===== src/rtl/chord_sched_pkg.sv =====
// Shared FSM state encoding and default widths for chord_scheduler.
// Optional build macro VOICE_STEAL_EN only affects voice_alloc and the top-level ready term.
package chord_sched_pkg;
  localparam int NUM_VOICES_DEF = 3;
  localparam int NOTE_W_DEF     = 6;
  localparam int DUR_W_DEF      = 6;

  localparam logic [1:0] ST_IDLE = 2'd0;
  localparam logic [1:0] ST_RUN  = 2'd1;
  localparam logic [1:0] ST_WAIT = 2'd2;
endpackage


===== src/rtl/chord_scheduler_if.sv =====
// Song-item handshake, play/beat controls and per-voice note_player bus for chord_scheduler.
// slave = scheduler side, master = song_reader / note_player pool / control side.
interface chord_scheduler_if
  import chord_sched_pkg::*;
#(
  parameter int NUM_VOICES = NUM_VOICES_DEF,
  parameter int NOTE_W     = NOTE_W_DEF,
  parameter int DUR_W      = DUR_W_DEF
);
  logic                         play;
  logic                         beat;
  logic                         item_valid;
  logic                         item_advance;
  logic [NOTE_W-1:0]            item_note;
  logic [DUR_W-1:0]             item_dur;
  logic                         item_ready;
  logic [NUM_VOICES-1:0]        voice_done;
  logic [NUM_VOICES-1:0]        voice_load;
  logic [NUM_VOICES*NOTE_W-1:0] voice_note;
  logic [NUM_VOICES*DUR_W-1:0]  voice_dur;
  logic [NUM_VOICES-1:0]        voice_enable;
  logic                         song_idle;

  modport slave (
    input  play, beat, item_valid, item_advance, item_note, item_dur, voice_done,
    output item_ready, voice_load, voice_note, voice_dur, voice_enable, song_idle
  );

  modport master (
    output play, beat, item_valid, item_advance, item_note, item_dur, voice_done,
    input  item_ready, voice_load, voice_note, voice_dur, voice_enable, song_idle
  );
endinterface


===== src/rtl/chord_scheduler_voice_alloc.sv =====
// voice_alloc: per-voice pending bits, free vector and lowest-index pick.
// With VOICE_STEAL_EN a round-robin steal_ptr supplies the index when no voice is free.
module voice_alloc #(
  parameter int NUM_VOICES = 3,
  parameter int IDX_W      = 2
) (
  input  logic                  clk,
  input  logic                  reset,
  input  logic [NUM_VOICES-1:0] i_voice_done,
  input  logic [NUM_VOICES-1:0] i_load,
`ifdef VOICE_STEAL_EN
  input  logic                  i_note_acc,
`endif
  output logic                  o_any_free,
  output logic                  o_all_free,
  output logic [IDX_W-1:0]      o_alloc_idx
);
  logic [NUM_VOICES-1:0] r_pending;
  logic [NUM_VOICES-1:0] w_free;
  logic [IDX_W-1:0]      w_low_idx;

  // pending bridges the cycles before note_player drops done after a load
  always_ff @(posedge clk) begin
    if (reset) begin
      r_pending <= '0;
    end else begin
      for (int i = 0; i < NUM_VOICES; i++) begin
        if (i_load[i])
          r_pending[i] <= 1'b1;
        else if (!i_voice_done[i])
          r_pending[i] <= 1'b0;
      end
    end
  end

  // a load still in its output register counts as taken
  assign w_free     = i_voice_done & ~r_pending & ~i_load;
  assign o_any_free = |w_free;
  assign o_all_free = &w_free;

  always_comb begin
    w_low_idx = '0;
    for (int i = NUM_VOICES - 1; i >= 0; i--) begin
      if (w_free[i]) w_low_idx = IDX_W'(i);
    end
  end

`ifdef VOICE_STEAL_EN
  logic [IDX_W-1:0] r_steal_ptr;

  always_ff @(posedge clk) begin
    if (reset) begin
      r_steal_ptr <= '0;
    end else if (i_note_acc && !o_any_free) begin
      r_steal_ptr <= (r_steal_ptr == IDX_W'(NUM_VOICES - 1)) ? '0 : r_steal_ptr + IDX_W'(1);
    end
  end

  assign o_alloc_idx = o_any_free ? w_low_idx : r_steal_ptr;
`else
  assign o_alloc_idx = w_low_idx;
`endif
endmodule


===== src/rtl/chord_scheduler.sv =====
// chord_scheduler: NOTE items go to a free voice (voice_load one cycle after accept), ADVANCE items wait N beats.
// Stalls item_ready when every voice is busy unless built with VOICE_STEAL_EN.
module chord_scheduler
  import chord_sched_pkg::*;
#(
  parameter int NUM_VOICES = NUM_VOICES_DEF,
  parameter int NOTE_W     = NOTE_W_DEF,
  parameter int DUR_W      = DUR_W_DEF
) (
  input  logic             clk,
  input  logic             reset,
  chord_scheduler_if.slave bus
);
  localparam int IDX_W = (NUM_VOICES > 1) ? $clog2(NUM_VOICES) : 1;

  logic [1:0]            r_state;
  logic [DUR_W-1:0]      r_cnt;
  logic [NUM_VOICES-1:0] r_load;
  logic [NOTE_W-1:0]     r_note [NUM_VOICES];
  logic [DUR_W-1:0]      r_dur  [NUM_VOICES];

  logic                  w_any_free;
  logic                  w_all_free;
  logic [IDX_W-1:0]      w_alloc_idx;
  logic                  w_ready;
  logic                  w_accept;
  logic                  w_note_acc;

  voice_alloc #(
    .NUM_VOICES (NUM_VOICES),
    .IDX_W      (IDX_W)
  ) u_voice_alloc (
    .clk          (clk),
    .reset        (reset),
    .i_voice_done (bus.voice_done),
    .i_load       (r_load),
`ifdef VOICE_STEAL_EN
    .i_note_acc   (w_note_acc),
`endif
    .o_any_free   (w_any_free),
    .o_all_free   (w_all_free),
    .o_alloc_idx  (w_alloc_idx)
  );

`ifdef VOICE_STEAL_EN
  assign w_ready = (r_state == ST_RUN) && bus.play;
`else
  assign w_ready = (r_state == ST_RUN) && bus.play && (bus.item_advance || w_any_free);
`endif
  assign w_accept   = bus.item_valid && w_ready;
  assign w_note_acc = w_accept && !bus.item_advance;

  always_ff @(posedge clk) begin
    if (reset) begin
      r_state <= ST_IDLE;
      r_cnt   <= '0;
      r_load  <= '0;
      for (int i = 0; i < NUM_VOICES; i++) begin
        r_note[i] <= '0;
        r_dur[i]  <= '0;
      end
    end else begin
      r_load <= '0;
      case (r_state)
        ST_IDLE: begin
          if (bus.play) r_state <= ST_RUN;
        end
        ST_RUN: begin
          if (w_accept && bus.item_advance && (bus.item_dur != '0)) begin
            r_cnt   <= bus.item_dur;
            r_state <= ST_WAIT;
          end
          if (w_note_acc) begin
            for (int i = 0; i < NUM_VOICES; i++) begin
              if (w_alloc_idx == IDX_W'(i)) begin
                r_load[i] <= 1'b1;
                r_note[i] <= bus.item_note;
                r_dur[i]  <= bus.item_dur;
              end
            end
          end
        end
        ST_WAIT: begin
          // the final beat returns to RUN; the next item is taken the cycle after
          if (bus.beat && bus.play) begin
            r_cnt <= r_cnt - DUR_W'(1);
            if (r_cnt == DUR_W'(1)) r_state <= ST_RUN;
          end
        end
        default: r_state <= ST_IDLE;
      endcase
    end
  end

  for (genvar g = 0; g < NUM_VOICES; g++) begin : g_pack
    assign bus.voice_note[g*NOTE_W +: NOTE_W] = r_note[g];
    assign bus.voice_dur[g*DUR_W +: DUR_W]    = r_dur[g];
  end

  assign bus.item_ready   = w_ready;
  assign bus.voice_load   = r_load;
  assign bus.voice_enable = {NUM_VOICES{bus.play}};
  assign bus.song_idle    = (r_state == ST_RUN) && w_all_free && !bus.item_valid;
endmodule

===== src/flat_wrapper.sv =====
// flat-port wrapper written by rule: the top's interface ports become plain ports
module chord_scheduler_flat import chord_sched_pkg::*;
#(
  parameter int NUM_VOICES = NUM_VOICES_DEF,
  parameter int NOTE_W     = NOTE_W_DEF,
  parameter int DUR_W      = DUR_W_DEF
)
  (clk, reset, bus_play, bus_beat, bus_item_valid, bus_item_advance, bus_item_note, bus_item_dur, bus_voice_done, bus_item_ready, bus_voice_load, bus_voice_note, bus_voice_dur, bus_voice_enable, bus_song_idle);
  chord_scheduler_if #(.NUM_VOICES(NUM_VOICES), .NOTE_W(NOTE_W), .DUR_W(DUR_W)) bus_i ();
  input  logic clk;
  input  logic reset;
  input wire logic [$bits(bus_i.play)-1:0] bus_play;
  input wire logic [$bits(bus_i.beat)-1:0] bus_beat;
  input wire logic [$bits(bus_i.item_valid)-1:0] bus_item_valid;
  input wire logic [$bits(bus_i.item_advance)-1:0] bus_item_advance;
  input wire logic [$bits(bus_i.item_note)-1:0] bus_item_note;
  input wire logic [$bits(bus_i.item_dur)-1:0] bus_item_dur;
  input wire logic [$bits(bus_i.voice_done)-1:0] bus_voice_done;
  output wire logic [$bits(bus_i.item_ready)-1:0] bus_item_ready;
  output wire logic [$bits(bus_i.voice_load)-1:0] bus_voice_load;
  output wire logic [$bits(bus_i.voice_note)-1:0] bus_voice_note;
  output wire logic [$bits(bus_i.voice_dur)-1:0] bus_voice_dur;
  output wire logic [$bits(bus_i.voice_enable)-1:0] bus_voice_enable;
  output wire logic [$bits(bus_i.song_idle)-1:0] bus_song_idle;
  assign bus_i.play = bus_play;
  assign bus_i.beat = bus_beat;
  assign bus_i.item_valid = bus_item_valid;
  assign bus_i.item_advance = bus_item_advance;
  assign bus_i.item_note = bus_item_note;
  assign bus_i.item_dur = bus_item_dur;
  assign bus_i.voice_done = bus_voice_done;
  assign bus_item_ready = bus_i.item_ready;
  assign bus_voice_load = bus_i.voice_load;
  assign bus_voice_note = bus_i.voice_note;
  assign bus_voice_dur = bus_i.voice_dur;
  assign bus_voice_enable = bus_i.voice_enable;
  assign bus_song_idle = bus_i.song_idle;
  chord_scheduler #(.NUM_VOICES(NUM_VOICES), .NOTE_W(NOTE_W), .DUR_W(DUR_W)) u_core (.clk(clk), .reset(reset), .bus(bus_i));
endmodule

===== config.mk =====
export PLATFORM = sky130hd
export DESIGN_NAME = chord_scheduler_flat
export DESIGN_NICKNAME = d
export VERILOG_FILES = /design/src/rtl/chord_sched_pkg.sv /design/src/rtl/chord_scheduler_if.sv /design/src/rtl/chord_scheduler_voice_alloc.sv /design/src/rtl/chord_scheduler.sv /design/src/flat_wrapper.sv
export SDC_FILE = /design/constraint.sdc
export NUM_CORES = 1
export LEC_CHECK = 0
export CAP_MARGIN = 20
export CORE_MARGIN = 1.5
export CORE_UTILIZATION = 51
export CTS_CLUSTER_DIAMETER = 40
export DETAILED_ROUTE_END_ITERATION = 10
export DONT_BUFFER_PORTS = 1
export PLACE_DENSITY = 0.66
export REMOVE_ABC_BUFFERS = 1
export SETUP_SLACK_MARGIN = 0.5
export SLEW_MARGIN = 0
export SYNTH_ARGS = -nofsm -noshare
export SYNTH_HDL_FRONTEND = slang
export SYNTH_SLANG_ARGS = --single-unit

===== constraint.sdc =====
create_clock -name clk -period 2.28 [get_ports clk]
set_input_delay 0.342 -clock clk [delete_from_list [all_inputs] [get_ports clk]]
set_output_delay 0.342 -clock clk [all_outputs]
set_load 0.02 [all_outputs]

Word-level counts from Yosys, hierarchy flattened. Memories as Yosys holds them, arrays and structs flattened. Index checks and enable logic that the tools add are counted.

Bits in registers: 14. Memory bits (writable): 36. Input bits: 21. Output and inout port bits: 44. Memories kept: 2.

Add/subtract/negate cells: 1. Eq/ne operators: 12. Mux-type cells: 40. Bitwise gates (word level): 12. Reduce and logical (&&, ||, !) cells: 21.

Memories: u_core.r_dur (depth 3, width 6, rd ports 3, clocked after memory_dff 0, write ports 3, line chord_scheduler.sv:20) `logic [DUR_W-1:0] r_dur [NUM_VOICES];`; u_core.r_note (depth 3, width 6, rd ports 3, clocked after memory_dff 0, write ports 3, line chord_scheduler.sv:19) `logic [NOTE_W-1:0] r_note [NUM_VOICES];`.

Operator list (number): $mux 6 (8); $mux 1 (23); $mux 2 (7); $pmux 6 s2 (1); $ne 2x1->1 const B (5); $logic_and 1x1->1 (9); $and 3x3->3 (2); $eq 6x1->1 const B (1); $not 3->3 (2); $or 1x1->1 (6); $pmux 2 s3 (1); $reduce_and 3->1 (2); $reduce_bool 6->1 (1); $reduce_or 3->1 (2); $sub 6x1->6 const B (1); $eq 2x1->1 const B (2); $eq 2x2->1 const B (2); $logic_not 2->1 (2); $ne 2x2->1 const B (2); $reduce_and 4->1 (1); $logic_not 1->1 (2); $not 1->1 (2); $reduce_bool 2->1 (1); $logic_or 1x1->1 (1).

Logic depth before layout (Yosys ltp).
Depth after elaboration: 13. Mapped depth: 7.

Modules after synthesis. From an unflattened synthesis, not the netlist that was laid out.

Cell total of the unflattened synthesis: 153. Area, all modules: 2031.9 um^2.

By module, submodules not included: chord_scheduler (times used 1, cells an instance 136, area each 1878.1 um^2, sequential area each 1301.2 um^2); voice_alloc (times used 1, cells an instance 17, area each 153.9 um^2, sequential area each 60.1 um^2).

Worst setup path before layout. Ideal clock, no wire load.

Path type: register to register. From: reg u_core.r_state[1]. To: mem u_core.r_dur[0][12] (netlist name), enable pin. Setup time: 0.383 ns. Data arrival time: 1.421 ns. Slack: 0.476 ns. Stages on the path, launching flop included: 5. Clock period less this slack: 1.804 ns. Cells stage by stage: dfxtp_1 > inv_1 > ha_1 > nand4b_1 > o21bai_1.

RTL lines: from (decl) (line chord_scheduler.sv:16) `logic [1:0] r_state;`; from (signal assigned) (line chord_scheduler.sv:55) `r_state <= ST_IDLE;`; from (signal assigned) (line chord_scheduler.sv:66) `if (bus.play) r_state <= ST_RUN;`; from (signal assigned) (line chord_scheduler.sv:71) `r_state <= ST_WAIT;`; to (decl) (line chord_scheduler.sv:20).

Final worst setup path.
From: reg u_core.r_load[0], in the netlist u_core.bus.voice_load[0]. To: out bus_item_ready.

Longest elaborated chain between the ends: 5.

Ends and longest elaborated chain: from (decl) (line chord_scheduler.sv:18) `logic [NUM_VOICES-1:0] r_load;`; from (signal assigned) (line chord_scheduler.sv:57) `r_load <= '0;`; from (signal assigned) (line chord_scheduler.sv:63) `r_load <= '0;`; from (signal, indexed assignment) (line chord_scheduler.sv:76) `r_load[i] <= 1'b1;`; $not 3->3 (line chord_scheduler_voice_alloc.sv:37) `assign w_free = i_voice_done & ~r_pending & ~i_load;`; $and 3x3->3 (line chord_scheduler_voice_alloc.sv:37); $reduce_or 3->1 (line chord_scheduler_voice_alloc.sv:38) `assign o_any_free = |w_free;`; $logic_or 1x1->1 (line chord_scheduler.sv:48) `assign w_ready = (r_state == ST_RUN) && bus.play && (bus.item_advance || w_any_free);`; $logic_and 1x1->1 (line chord_scheduler.sv:48); to (decl) (line flat_wrapper.sv:19) `output wire logic [$bits(bus_i.item_ready)-1:0] bus_item_ready;`.

Every way passes these cells.

==> metrics.yaml <==
cts_tree: "built"
synth.distinct_cells: 36
critical_path_class: "flip-flop to primary output"
switchingPower_mw: 0.7438
cts.clk_slew.worst_paths_ps: 90
fin_crit_ps: 1810
gr-usage-all-layers: 0.1912
clock_latency_ps: 310
nNetsFinal: 195
hold_viol: 0
gp_congestion: 0.8853
placed_area_um2: 2115
maxCapViolCount: 0
hp-class: "primary input to flip-flop"
clkPwrFrac: 0.255
setup_violations: 0
power.internal_mw: 1.670
htree_levels: 2
portBuffers: 0
first_global_vias: 1238
power_mw: 2.414
dp_worst_setup_slack_ps: 409.8
via_per_inst: 6.196
num_antenna_cells: 0
use_met2: 0.3250
status: "complete, no violations"
p_sw_frac: 0.3081
maxSlewHeadroom: 0.6953
cts_buffers: 5
initial_utilization: 0.5246
die_h_um: 66.91
first_pass_iters: 4
drt_iter0_markers: 108
hpwl_um: 2952
p_leak_nw: 0.8791
cts_root_buffer: "clkbuf_8"
wl_per_cell_um: 19.94
min_period_over_period: 0.7940
postRouteAntennaNets: 0
gr-max-usage-layer: "met2"
num_io_pins: 65
fin_area_um2: 2364
synth-seq-cells: 50
grt_pass1_wl_um: 6078
drc: 0
peakVddDrop_uv: 573.1
p_comb_frac: 0.253
fmax_mhz: 552.4
worst-slew-pin-transition_ps: 452.8
synthCells: 162
arrival_ps: 1470
clock_sink_count: 50
area_growth_pct: 13.45
rsz0062_at_grt: "true"
syn_area_per_cell_um2: 12.86
yosysSeqAreaShare: 0.6535
grt_max_degree: 23
cp_max_fo: 4
startpoint_type: "flip-flop"
grt.overflow.total: 0
post_route_cells_drive_above_1_share: 0.2130
p_seq_frac: 0.492
fp.dieW_um: 66.91
critical_path_required_ps: 1940
skew_ps: 8.464
syn-cell-area_um2: 2083
antenna_found_initial: 0
routed_wl_um: 4367
cts-hold-fix-buffers: 0
num_vias: 1357
min_path_cells: 1
r2r_cells: 6
grt_util_met3: 0.07432
end_kind: "primary output"
rows: 23
whs_endpoint: "u_core.u_voice_alloc.r_pending[1]"
clockBufferDepth: 2
maxSlewViolCount: 0
die-area_um2: 4477
yosysWarnings: 0
tns_ps: 0
worst-r2r-setup-slack_ps: 570
layout_setup_ws_ps: 469.6
hold_start: "reset"
power-per-cell-area_nw_per_um2: 1021
core-area_um2: 3971
rr_startpoint: "u_core.r_state[1]"
use_met1: 0.2155
timing.rr.end: "u_core.r_cnt[4]"
through the flow:
| stage | hold slack (ps) | utilization | cells |
|---|---|---|---|
| after global routing | 93.26 | 0.5951 | 219 |
| after CTS | 98.71 | 0.5750 | 215 |
| after floorplan | 414.4 | - | 153 |
| after detailed placement | 419.2 | 0.5325 | 205 |
| final | 97.07 | 0.5951 | 219 |
| after global placement | 416.0 | 0.5325 | 205 |
cells in the mapped netlist:
| cell type | n | area share |
|---|---|---|
| a211oi_1 | 2 | 0.0072 |
| a21o_1 | 1 | 0.0036 |
| a21oi_1 | 8 | 0.019 |
| a221o_2 | 1 | 0.0054 |
| a22oi_1 | 1 | 0.0036 |
| a311oi_1 | 1 | 0.0042 |
| a31oi_1 | 1 | 0.0030 |
| and3_1 | 15 | 0.045 |
| buf_2 | 1 | 0.0024 |
| buf_4 | 3 | 0.011 |
| clkbuf_1 | 5 | 0.0090 |
| dfxtp_1 | 14 | 0.13 |
| edfxtp_1 | 36 | 0.52 |
| ha_1 | 6 | 0.036 |
| inv_1 | 7 | 0.013 |
| mux2i_1 | 4 | 0.019 |
| nand2_1 | 5 | 0.0090 |
| nand2b_1 | 6 | 0.018 |
| nand3_1 | 2 | 0.0048 |
| nand3b_1 | 1 | 0.0036 |
| nand4_1 | 1 | 0.0030 |
| nand4b_1 | 2 | 0.0084 |
| nor2_1 | 9 | 0.016 |
| nor2b_1 | 4 | 0.012 |
| nor3_1 | 3 | 0.0072 |
| nor3b_1 | 4 | 0.014 |
| nor4_1 | 3 | 0.0090 |
| o211a_1 | 1 | 0.0048 |
| o21a_1 | 1 | 0.0036 |
| o21bai_1 | 1 | 0.0036 |
| o31ai_1 | 1 | 0.0036 |
| o32ai_1 | 5 | 0.021 |
| o41ai_1 | 1 | 0.0042 |
| or2_2 | 2 | 0.0060 |
| or3_1 | 3 | 0.0090 |
| or4_1 | 1 | 0.0036 |
layout by cell type (no fill, tap or decap), drive strengths merged:
cell type	netlist	layout
or4	1	1
nand4	1	1
o32ai	5	5
buf	4	6
and3	15	15
nand3b	1	1
a31oi	1	1
nor2	9	9
nand2	5	5
a221o	1	1
ha	6	6
a211oi	2	2
o21bai	1	1
a21oi	8	8
a22oi	1	1
bufinv	0	1
o41ai	1	1
nand3	2	2
mux2i	4	4
o21a	1	1
dfxtp	14	14
nor3	3	3
o31ai	1	1
clkbuf	5	6
a21o	1	1
a311oi	1	1
nor4	3	3
or2	2	4
or3	3	3
inv	7	7
edfxtp	36	36
o211a	1	1
clkinvlp	0	1
nor2b	4	4
nor3b	4	4
nand4b	2	2
nand2b	6	6
what timing repair did:
action,4_1_cts,5_1_grt
resized for setup,14,11
endpoints found under the setup margin,32,33
gates cloned,0,2
pin swaps,2,3
hold endpoints to repair,0,0
buffers inserted,2,2
registers in the layout, summed over array words and instances, names as in the netlist:
register	cells
u_core.bus.voice_load	3
u_core.r_note	18
u_core.r_state	2
u_core.r_dur	18
u_core.u_voice_alloc.r_pending	3
u_core.r_cnt	6
kinds of logic (layout without fill, tap and decap cells):
group	count (synthesis)	in the layout	synth area share
adders and majority gates	6	6	0.03604
DFF	50	50	0.6535
buffers and inverters	16	21	0.03484
and+or+nand+nor	61	63	0.1694
muxes	4	4	0.01922
AOI/OAI and AO/OA	25	25	0.08709
layer usage:
metal  vias up  wire, um
met2        69      2187
met4         0        57
met5         -         0
met1       658      1774
li1        624         -
met3         6       348
worst max-delay path, cell delays in order (launching register included):
cell and delay (ps):
dfxtp_4 410, nor3b_2 70, or3_4 410, o211a_4 270
power by group through the flow:
stage          registers, mW  clock network, mW  logic, mW
6_report                1.19              0.615      0.612
5_1_grt                 1.20              0.650      0.669
4_1_cts                 1.17              0.616      0.549
3_5_place_dp            1.20                  0      0.494
3_3_place_gp            1.19                  0      0.472
2_1_floorplan           1.18                  0      0.396
area by class of cell:
cell class	count	area, um2
sequential	50	1374
timing repair buffer	6	45.04
tap	50	62.56
inverter	7	26.28
fill	296	1608
clock inverter	2	37.54
multi-input combinational	98	745.7
clock buffer	6	72.57
how the worst max path moves through the flow:
stage / startpoint / to / cells past startpoint
2_1_floorplan: u_core.r_state[1] / u_core.r_dur[0][10] / 6
3_3_place_gp: u_core.bus.voice_load[2] / bus_item_ready / 3
3_5_place_dp: u_core.r_state[0] / u_core.r_cnt[5] / 6
4_1_cts: u_core.bus.voice_load[1] / bus_item_ready / 3
5_1_grt: u_core.bus.voice_load[0] / bus_item_ready / 3
6_report: u_core.bus.voice_load[0] / bus_item_ready / 3
Power figures use the tool's default switching activity.
